<file path="config.mk">
export PLATFORM = sky130hd
export DESIGN_NAME = clock_set_ctrl
export DESIGN_NICKNAME = d
export VERILOG_FILES = /design/src/rtl/clock_ctrl_pkg.sv /design/src/rtl/key_cond.sv /design/src/rtl/clock_set_ctrl.sv
export SDC_FILE = /design/constraint.sdc
export NUM_CORES = 1
export LEC_CHECK = 0
export CAP_MARGIN = 40
export CORE_MARGIN = 1.5
export CORE_UTILIZATION = 60
export CTS_CLUSTER_SIZE = 25
export DETAILED_ROUTE_END_ITERATION = 8
export PLACE_DENSITY = 0.85
export SETUP_SLACK_MARGIN = 0.2
export SYNTH_ARGS = -nofsm -noshare
export SYNTH_HDL_FRONTEND = slang
export SYNTH_SLANG_ARGS = --single-unit
</file>
<file path="constraint.sdc">
create_clock -name CLOCK_50 -period 8.41 [get_ports CLOCK_50]
set_clock_uncertainty 0.2 [all_clocks]
set_input_delay 1.682 -clock CLOCK_50 [delete_from_list [all_inputs] [get_ports CLOCK_50]]
set_output_delay 1.682 -clock CLOCK_50 [all_outputs]
set_load 0.05 [all_outputs]
</file>
<file path="src/rtl/clock_ctrl_pkg.sv">
// Shared types, digit indices, digit limits and BCD helpers for the clock-set controller.
// Digit limits keep the shadow value a legal 24-hour time at all times.
package clock_ctrl_pkg;

   typedef enum logic [1:0] {
      RUN    = 2'd0,
      EDIT   = 2'd1,
      COMMIT = 2'd2
   } state_t;

   // Digit order matches cur_bcd packing {h_hi, h_lo, m_hi, m_lo}
   typedef logic [3:0][3:0] shadow_t;

   localparam logic [1:0] M_LO = 2'd0;
   localparam logic [1:0] M_HI = 2'd1;
   localparam logic [1:0] H_LO = 2'd2;
   localparam logic [1:0] H_HI = 2'd3;

   localparam logic [3:0] M_LO_MAX       = 4'd9;
   localparam logic [3:0] M_HI_MAX       = 4'd5;
   localparam logic [3:0] H_LO_MAX       = 4'd9;
   localparam logic [3:0] H_HI_MAX       = 4'd2;
   localparam logic [3:0] H_LO_MAX_AT_20 = 4'd3;

   function automatic logic [3:0] digit_max(input shadow_t d, input logic [1:0] idx);
      logic [3:0] m;
      case (idx)
         M_LO:    m = M_LO_MAX;
         M_HI:    m = M_HI_MAX;
         H_LO:    m = (d[H_HI] == H_HI_MAX) ? H_LO_MAX_AT_20 : H_LO_MAX;
         default: m = H_HI_MAX;
      endcase
      return m;
   endfunction

   // h_hi is clamped first so the h_lo limit sees the final hour tens digit
   function automatic shadow_t clamp_bcd(input logic [15:0] bcd);
      shadow_t d;
      d = shadow_t'(bcd);
      if (d[H_HI] > H_HI_MAX) d[H_HI] = H_HI_MAX;
      if (d[M_HI] > M_HI_MAX) d[M_HI] = M_HI_MAX;
      if (d[M_LO] > M_LO_MAX) d[M_LO] = M_LO_MAX;
      if (d[H_LO] > digit_max(d, H_LO)) d[H_LO] = digit_max(d, H_LO);
      return d;
   endfunction

   function automatic shadow_t inc_digit(input shadow_t d, input logic [1:0] idx);
      shadow_t r;
      r = d;
      if (d[idx] >= digit_max(d, idx)) r[idx] = '0;
      else                             r[idx] = d[idx] + 4'd1;
      if (r[H_HI] == H_HI_MAX && r[H_LO] > H_LO_MAX_AT_20) r[H_LO] = H_LO_MAX_AT_20;
      return r;
   endfunction

endpackage

</file>
<file path="src/rtl/key_cond.sv">
// Button conditioner: 2-flop synchronizer, optional stability filter, rising-edge pulse.
// Define CLOCK_SET_DEBOUNCE_EN to require DB_CYCLES of stable level before an edge is accepted.
module key_cond #(
   parameter int unsigned DB_CYCLES = 1_000_000
) (
   input  logic clk,
   input  logic rst_n,
   input  logic key,
   output logic rise
);

   logic [1:0] sync;

   if (DB_CYCLES < 1) begin : g_db_check
      $error("key_cond: DB_CYCLES must be at least 1");
   end

   always_ff @(posedge clk or negedge rst_n) begin
      if (!rst_n) sync <= '0;
      else        sync <= {sync[0], key};
   end

`ifdef CLOCK_SET_DEBOUNCE_EN
   localparam int unsigned DB_W = (DB_CYCLES > 1) ? $clog2(DB_CYCLES) : 1;
   localparam logic [DB_W-1:0] DB_LAST = DB_W'(DB_CYCLES - 1);

   logic [DB_W-1:0] db_cnt;
   logic            stable;
   logic            stable_d;

   // The counter only runs while the synchronized level disagrees with the accepted one
   always_ff @(posedge clk or negedge rst_n) begin
      if (!rst_n) begin
         db_cnt   <= '0;
         stable   <= 1'b0;
         stable_d <= 1'b0;
      end else begin
         stable_d <= stable;
         if (sync[1] == stable) begin
            db_cnt <= '0;
         end else if (db_cnt == DB_LAST) begin
            stable <= sync[1];
            db_cnt <= '0;
         end else begin
            db_cnt <= db_cnt + 1'b1;
         end
      end
   end

   assign rise = stable & ~stable_d;
`else
   logic sync_d;

   always_ff @(posedge clk or negedge rst_n) begin
      if (!rst_n) sync_d <= 1'b0;
      else        sync_d <= sync[1];
   end

   assign rise = sync[1] & ~sync_d;
`endif

endmodule

</file>
<file path="src/rtl/clock_set_ctrl.sv">
// Three-button time-setting controller: snapshot, per-digit edit with blink, timed commit.
// Optional macro CLOCK_SET_DEBOUNCE_EN enables the key stability filter in key_cond.
module clock_set_ctrl #(
   parameter int unsigned HOLD_CYCLES  = 60_000_000,
   parameter int unsigned BLINK_CYCLES = 12_500_000,
   parameter int unsigned DB_CYCLES    = 1_000_000
) (
   input  logic        CLOCK_50,
   input  logic        clrn,
   input  logic        key_mode,
   input  logic        key_next,
   input  logic        key_inc,
   input  logic [15:0] cur_bcd,
   output logic        pause,
   output logic [1:0]  sel,
   output logic [3:0]  load,
   output logic [3:0]  blink_mask,
   output logic        commit_done
);
   import clock_ctrl_pkg::*;

   localparam int unsigned HOLD_W  = (HOLD_CYCLES > 1) ? $clog2(HOLD_CYCLES) : 1;
   localparam int unsigned BLINK_W = (BLINK_CYCLES > 1) ? $clog2(BLINK_CYCLES) : 1;
   localparam logic [HOLD_W-1:0]  HOLD_LAST  = HOLD_W'(HOLD_CYCLES - 1);
   localparam logic [BLINK_W-1:0] BLINK_LAST = BLINK_W'(BLINK_CYCLES - 1);

   logic mode_rise;
   logic next_rise;
   logic inc_rise;

   state_t             state, state_n;
   shadow_t            shadow, shadow_n;
   logic [1:0]         sel_n;
   logic [HOLD_W-1:0]  hold_cnt, hold_n;
   logic [BLINK_W-1:0] blink_cnt, blink_cnt_n;
   logic               phase, phase_n;

   key_cond #(.DB_CYCLES(DB_CYCLES)) u_key_mode (
      .clk(CLOCK_50), .rst_n(clrn), .key(key_mode), .rise(mode_rise)
   );
   key_cond #(.DB_CYCLES(DB_CYCLES)) u_key_next (
      .clk(CLOCK_50), .rst_n(clrn), .key(key_next), .rise(next_rise)
   );
   key_cond #(.DB_CYCLES(DB_CYCLES)) u_key_inc (
      .clk(CLOCK_50), .rst_n(clrn), .key(key_inc), .rise(inc_rise)
   );

   always_comb begin
      state_n     = state;
      shadow_n    = shadow;
      sel_n       = sel;
      hold_n      = hold_cnt;
      blink_cnt_n = blink_cnt;
      phase_n     = phase;

      case (state)
         RUN: begin
            if (mode_rise) begin
               state_n  = EDIT;
               shadow_n = clamp_bcd(cur_bcd);
               sel_n    = H_HI;
            end
         end
         EDIT: begin
            if (mode_rise) begin
               state_n = COMMIT;
               sel_n   = M_LO;
               hold_n  = '0;
            end else begin
               // inc acts on the current digit before next moves the selection
               if (inc_rise)  shadow_n = inc_digit(shadow, sel);
               if (next_rise) sel_n    = sel - 2'd1;
            end
         end
         COMMIT: begin
            if (hold_cnt == HOLD_LAST) begin
               hold_n = '0;
               if (sel == H_HI) begin
                  state_n = RUN;
                  sel_n   = M_LO;
               end else begin
                  sel_n = sel + 2'd1;
               end
            end else begin
               hold_n = hold_cnt + 1'b1;
            end
         end
         default: state_n = RUN;
      endcase

      if (state != EDIT || sel_n != sel) begin
         blink_cnt_n = '0;
         phase_n     = 1'b1;
      end else if (blink_cnt == BLINK_LAST) begin
         blink_cnt_n = '0;
         phase_n     = ~phase;
      end else begin
         blink_cnt_n = blink_cnt + 1'b1;
      end
   end

   // Outputs are built from next-state values so they line up with the registered state
   always_ff @(posedge CLOCK_50 or negedge clrn) begin
      if (!clrn) begin
         state       <= RUN;
         shadow      <= '0;
         sel         <= '0;
         hold_cnt    <= '0;
         blink_cnt   <= '0;
         phase       <= 1'b0;
         pause       <= 1'b0;
         load        <= '0;
         blink_mask  <= '0;
         commit_done <= 1'b0;
      end else begin
         state       <= state_n;
         shadow      <= shadow_n;
         sel         <= sel_n;
         hold_cnt    <= hold_n;
         blink_cnt   <= blink_cnt_n;
         phase       <= phase_n;
         pause       <= (state_n != RUN);
         load        <= (state_n == RUN) ? 4'd0 : shadow_n[sel_n];
         blink_mask  <= (state_n == EDIT && phase_n) ? (4'b0001 << sel_n) : 4'b0000;
         commit_done <= (state_n == COMMIT) && (sel_n == H_HI) && (hold_n == HOLD_LAST);
      end
   end

endmodule

</file>
==> results of run 1 <==
## state kept, by name, summed over array words and instances (netlist names), 2 cells and up
name and flops:
hold_cnt 26, state 2, sel 2, load 4, u_key_next.sync 2, u_key_mode.sync 2
shadow 16, blink_mask 4, u_key_inc.sync 2, blink_cnt 24
## layout by cell type (no fill, tap or decap), types with 7 or more instances in the layout
master	instances
clkbuf_8	9
a31oi_1	8
nor2_1	59
a21o_1	7
and3_1	8
nand2_1	71
inv_1	27
xor2_1	12
a21oi_1	20
and2_1	7
nor4_1	9
nor3_1	11
and4_1	9
nor2b_1	10
nand4_1	14
xnor2_1	14
nand3_1	27
dfrtp_1	90
mux2i_1	11
nand2b_1	9
ha_1	19
o21ai_0	50
clkdlybuf4s50_1	31
## how the worst max path moves through the flow
| stage | to | startpoint | cells past startpoint |
|---|---|---|---|
| 2_1_floorplan | load[1]$_DFF_PN0_ | sel[0]$_DFF_PN0_ | 12 |
| 3_3_place_gp | load[3]$_DFF_PN0_ | cur_bcd[15] | 11 |
| 3_5_place_dp | load[3]$_DFF_PN0_ | cur_bcd[15] | 11 |
| 4_1_cts | load[1]$_DFF_PN0_ | sel[0]$_DFF_PN0_ | 11 |
| 5_1_grt | load[1]$_DFF_PN0_ | sel[0]$_DFF_PN0_ | 11 |
| 6_report | load[1]$_DFF_PN0_ | sel[0]$_DFF_PN0_ | 11 |
## metal layers
layer	part of all wire, %	up-vias
met5	0	-
met1	42	2457
met2	48	205
li1	-	2308
met4	4.1	0
met3	6.1	50
## layout make-up
cell class	instances	area, um^2	share of cell area (%)
well taps	111	139	2.24
clock buffers	10	128	2.06
multi-input cells	477	3110	50.2
repair buffers	37	379	6.12
inverters	27	101	1.64
flip-flops and latches	90	2250	36.3
clock inverters	6	87.6	1.41
## worst register-to-register path, delay by kind of cell, from the launching register on
family          cells  cell delay (ns)
buf+inv             1             0.11
simple gates        2             0.36
fa+ha+maj           1             0.23
compound gates      6             2.04
mux                 1             0.67
flops               1             0.80
## power by group
part	switching [mW]	leakage (nW)	internal (mW)
clock	0.162	0.111	0.169
sequential	0.0835	1.19	0.501
combinational	0.673	1.23	0.388
## kinds of logic after synthesis
| kind of cell | after synthesis | synth area share [%] |
|---|---|---|
| and+or+nand+nor | 266 | 24.9 |
| AOI/OAI and AO/OA | 151 | 19.0 |
| DFF | 90 | 40.4 |
| buffers and inverters | 52 | 3.86 |
| xor gates and xnor gates | 26 | 4.08 |
| adders and majority gates | 19 | 4.26 |
| muxes | 15 | 3.59 |
## metrics by stage
| step | cell area (um^2) | cells |
|---|---|---|
| after floorplan | 5580 | 619 |
| after global placement | 5940 | 740 |
| after detailed placement | 5980 | 742 |
| after CTS | 6200 | 758 |
| after global routing | 6200 | 758 |
| final | 6200 | 758 |
==> impl_metrics.ini, run 1 <==
[status]
status = finished clean

[grt]
grt_max_degree = 49
grt_util_all_layers_pct = 30.4
met2_usage_pct = 48.9
globalRouteMet3Util_pct = 4.43
grt_pass1_wl_um = 24000
gr-total-overflow = 0
first_global_vias = 4986
top_usage_layer = met2
grt_antenna_before_repair = 0
grtUsageMet1_pct = 40.2

[clock_tree]
clk_latency_ns = 0.37
clkTransAtPathRegs_ns = 0.09
post_cts_resized = 0
clock_sinks = 90
postCtsHoldBufs = 0
cts_buffers = 9
clockBufferDepth = 2
cts_tree = yes
post_cts_buffers = 0
cts_root_buffer = clkbuf_8
cts-htree-levels = 3

[yosys]
netlist.area_leader.share_pct = 40.4
ys_ff_latch = 90
yosys_warnings = 0
syn_inst = 619
netlist_top_cells_count = dfrtp_1, nand2_1, nor2_1
synth_edf_count = 0
yosys.cell_count.top_type = dfrtp_1
synthTopCellsByArea = dfrtp_1, nand2_1, o21ai_0, ha_1, nor2_1
synth.avg_cell_area_um2 = 9.01
ys_seq_area_share_pct = 40.4
yosysTopAreaCell = dfrtp_1
synthFlopType = dfrtp_1
netlist-cell-type-count = 77
syn_nets = 659
netlist_area_um2 = 5580
async_reset_ff_share_pct = 100

[critical_path]
worstSetupPathType = register to register
r2r-start = sel[0]$_DFF_PN0_
endpoint_kind = register
crit_chain = mux4_2 > inv_1 > ha_1 > nand2b_1 > a211o_1 > a211oi_1 > a41oi_1 > a31oi_1 > o221ai_1 > nor3b_1 > o32ai_2
critPathArrivalTime_ns = 4.59
crit_buf_inv = 1
rr_worst_depth = 11
worstSetupStartpointType = register
r2r_slack_ns = 3.91
slowest_stage = dfrtp_1
r2r_end = load[1]$_DFF_PN0_
cp_top_family = compound AO/OA/AOI/OAI gates
crit_required_ns = 8.50
cp_max_fo = 16
critical-path-max-stage-delay_ns = 0.80

[detailed_routing]
dr.pass1.iters = 5
num_vias = 5020
wl_um = 14100
wl_per_cell_um = 18.6
drc = 0
vias_per_cell = 6.62
drt-initial-drc-count = 420
ant_nets = 0

[cells_and_area]
area_delta_synth_final_pct = 11.1
fillers = 711
final_util_pct = 68.0
antenna_cells = 0
nets = 682
drive_gt1_share_pct = 6.34

[timing]
timing.final.crit_share_pct = 53.5
tightest_slew_ns = 0.820
setup_ws_ns = 3.91
hold_viol = 0
hold_slack_ns = 0.155
final_max_slew_viol_count = 0
min_period_ns = 4.50
setup_viol = 0
fmax_mhz = 222
rsz0062_at_grt = no
max-slew-margin-rel_pct = 45.2
setup-tns-final_ns = 0

[place]
gp_congestion = 0.952
pre_cts_ws_ns = 3.83
io_buffer_count = 32
dp_hpwl_um = 10100

[die]
io_pins = 33
rows = 35
die-area_um2 = 9890
die_width_um = 99.4
initial_core_util_pct = 61.3
core-area_um2 = 9110
die_y_um = 99.4

[hold_path]
min_delay_path_depth = 0
hold_path_end = u_key_next.sync[1]$_DFF_PN0_
holdCritPathClass = register to register
hp-start = u_key_next.sync[0]$_DFF_PN0_

[power_and_ir_drop]
power.density_nw_per_um2 = 319
power_mw = 1.98
ir_drop_v = 0.000203
p_leak_nw = 2.53

[run]
maxCapViolations = 0
Note: power is estimated with default switching activity, not from simulation.
==> inputs of run 2 (changes only) <==
- CORE_UTILIZATION: 60 -> 54
- PLACE_DENSITY: 0.85 -> 0.81
- clock period: 8.41 -> 3.6 ns (I/O delays scaled with it)
==> impl_metrics.ini, run 2 (same netlist as run 1, synthesis figures left out) <==
[status]
status = finished clean

[clock_tree]
clk_latency_ns = 0.37
cts_root_buffer = clkbuf_8
postCtsHoldBufs = 0
cts_tree = yes
clock_sinks = 90
clockBufferDepth = 2
cts-htree-levels = 3
clkTransAtPathRegs_ns = 0.10
cts_buffers = 9

[critical_path]
worstSetupStartpointType = register
r2r_slack_ns = 0.29
r2r-start = shadow[12]$_DFF_PN0_
crit_chain = buf_6 > or4b_4 > nor2_2 > nor2_1 > ha_1 > a211o_1 > a21oi_2 > buf_6 > o2111ai_4 > a31oi_4 > o221ai_2 > nor3b_2 > o32ai_2
r2r_end = load[1]$_DFF_PN0_
crit_required_ns = 3.68
slowest_stage = or4b_4
rr_worst_depth = 13
crit_top_cell = buf_6
endpoint_kind = register
critPathArrivalTime_ns = 3.40
critical-path-max-stage-delay_ns = 0.54
worstSetupPathType = register to register
cp_max_fo = 4

[grt]
first_global_vias = 5156
grt_util_all_layers_pct = 28.4
grt_antenna_before_repair = 0
gr-total-overflow = 0
grt_max_degree = 51
grt_pass1_wl_um = 25100

[detailed_routing]
drt-initial-drc-count = 436
dr.pass1.iters = 6
vias_per_cell = 6.27
num_vias = 5068
wl_um = 15100
wl_per_cell_um = 18.6
ant_nets = 0
drc = 0

[cells_and_area]
nets = 710
top_regs = hold_cnt x26, blink_cnt x24, shadow x16
final_common_cell = dfrtp_1
top_register = hold_cnt
area_delta_synth_final_pct = 17.4
final_area_um2 = 6550
layout_common_cells = dfrtp_1, nand2_1, nor2_1
drive_gt1_share_pct = 13.2
antenna_cells = 0
final_util_pct = 66.1
largest_register_ffs = 26
layoutNonFillerInstCount = 808

[timing]
min_period_ns = 3.31
fmax_mhz = 302
setup_viol = 0
timing.final.crit_share_pct = 92.0
final_max_slew_viol_count = 0
rsz0062_at_grt = yes
max-slew-margin-rel_pct = 56.2
tightest_slew_ns = 0.658
hold_slack_ns = 0.158
hold_viol = 0
setup-tns-final_ns = 0

[hold_path]
hp-start = u_key_inc.sync[0]$_DFF_PN0_
hold_path_end = u_key_inc.sync[1]$_DFF_PN0_
min_delay_path_depth = 0
holdCritPathClass = register to register

[die]
die_width_um = 105
die_y_um = 105
core-area_um2 = 9910
rows = 36
die-area_um2 = 11000
io_pins = 33
initial_core_util_pct = 56.3

[place]
io_buffer_count = 32
placed_area_um2 = 6150
gp_congestion = 0.957
dp_cells = 782
dp_hpwl_um = 10900

[run]
maxCapViolations = 0

[power_and_ir_drop]
power.density_nw_per_um2 = 788
ir_drop_v = 0.000533
p_leak_nw = 2.67
## run 2: critical path, delay by kind of cell (launching register included)
family	cells	cell delay, ns
flops	1	0.41
buf+inv	2	0.27
fa+ha+maj	1	0.26
compound gates	6	1.22
simple gates	4	0.86
## run 2: power breakdown
part	leakage, nW	internal [mW]	switching, mW
Sequential	1.19	1.17	0.165
Combinational	1.37	1.22	1.82
Clock	0.106	0.397	0.390
## run 2: worst max-delay path by stage
stage,from,to
finish,shadow[12]$_DFF_PN0_,load[1]$_DFF_PN0_
global route,shadow[12]$_DFF_PN0_,load[1]$_DFF_PN0_
CTS,shadow[12]$_DFF_PN0_,load[1]$_DFF_PN0_
detailed placement,shadow[12]$_DFF_PN0_,load[1]$_DFF_PN0_
global placement,shadow[12]$_DFF_PN0_,load[1]$_DFF_PN0_
floorplan,sel[0]$_DFF_PN0_,load[1]$_DFF_PN0_
## run 2: repair_timing
action	4_1_cts	5_1_grt
pin swaps	3	8
buffers inserted	3	7
gates resized for setup	0	23
endpoints found under the setup margin	2	5
## run 2: per-layer routing
| metal | wire length (um) | part of all wire (%) | up-vias | global-route usage [%] |
|---|---|---|---|---|
| li1 | - | - | 2362 | - |
| met4 | 340 | 2.3 | 0 | 9.98 |
| met1 | 6440 | 43 | 2463 | 37.0 |
| met5 | 0 | 0 | - | 0 |
| met2 | 7320 | 49 | 207 | 47.3 |
| met3 | 954 | 6.3 | 36 | 5.49 |
## run 2: stage by stage
stage | worst slack, ns | total power, mW
final | 0.288 | 5.16
after global routing | 0.164 | 5.47
after CTS | 0.204 | 4.87
after detailed placement | 0.139 | 4.03
after global placement | 0.224 | 3.94
after floorplan | 0.185 | 3.18
## run 2: area by class of cell
cell class | count | area, um^2
Inverter | 27 | 101
Timing Repair Buffer | 65 | 577
Tap cell | 133 | 166
Clock buffer | 9 | 124
Multi-Input combinational cell | 477 | 3230
Fill cell | 786 | 3360
Sequential cell | 90 | 2250
Clock inverter | 7 | 101
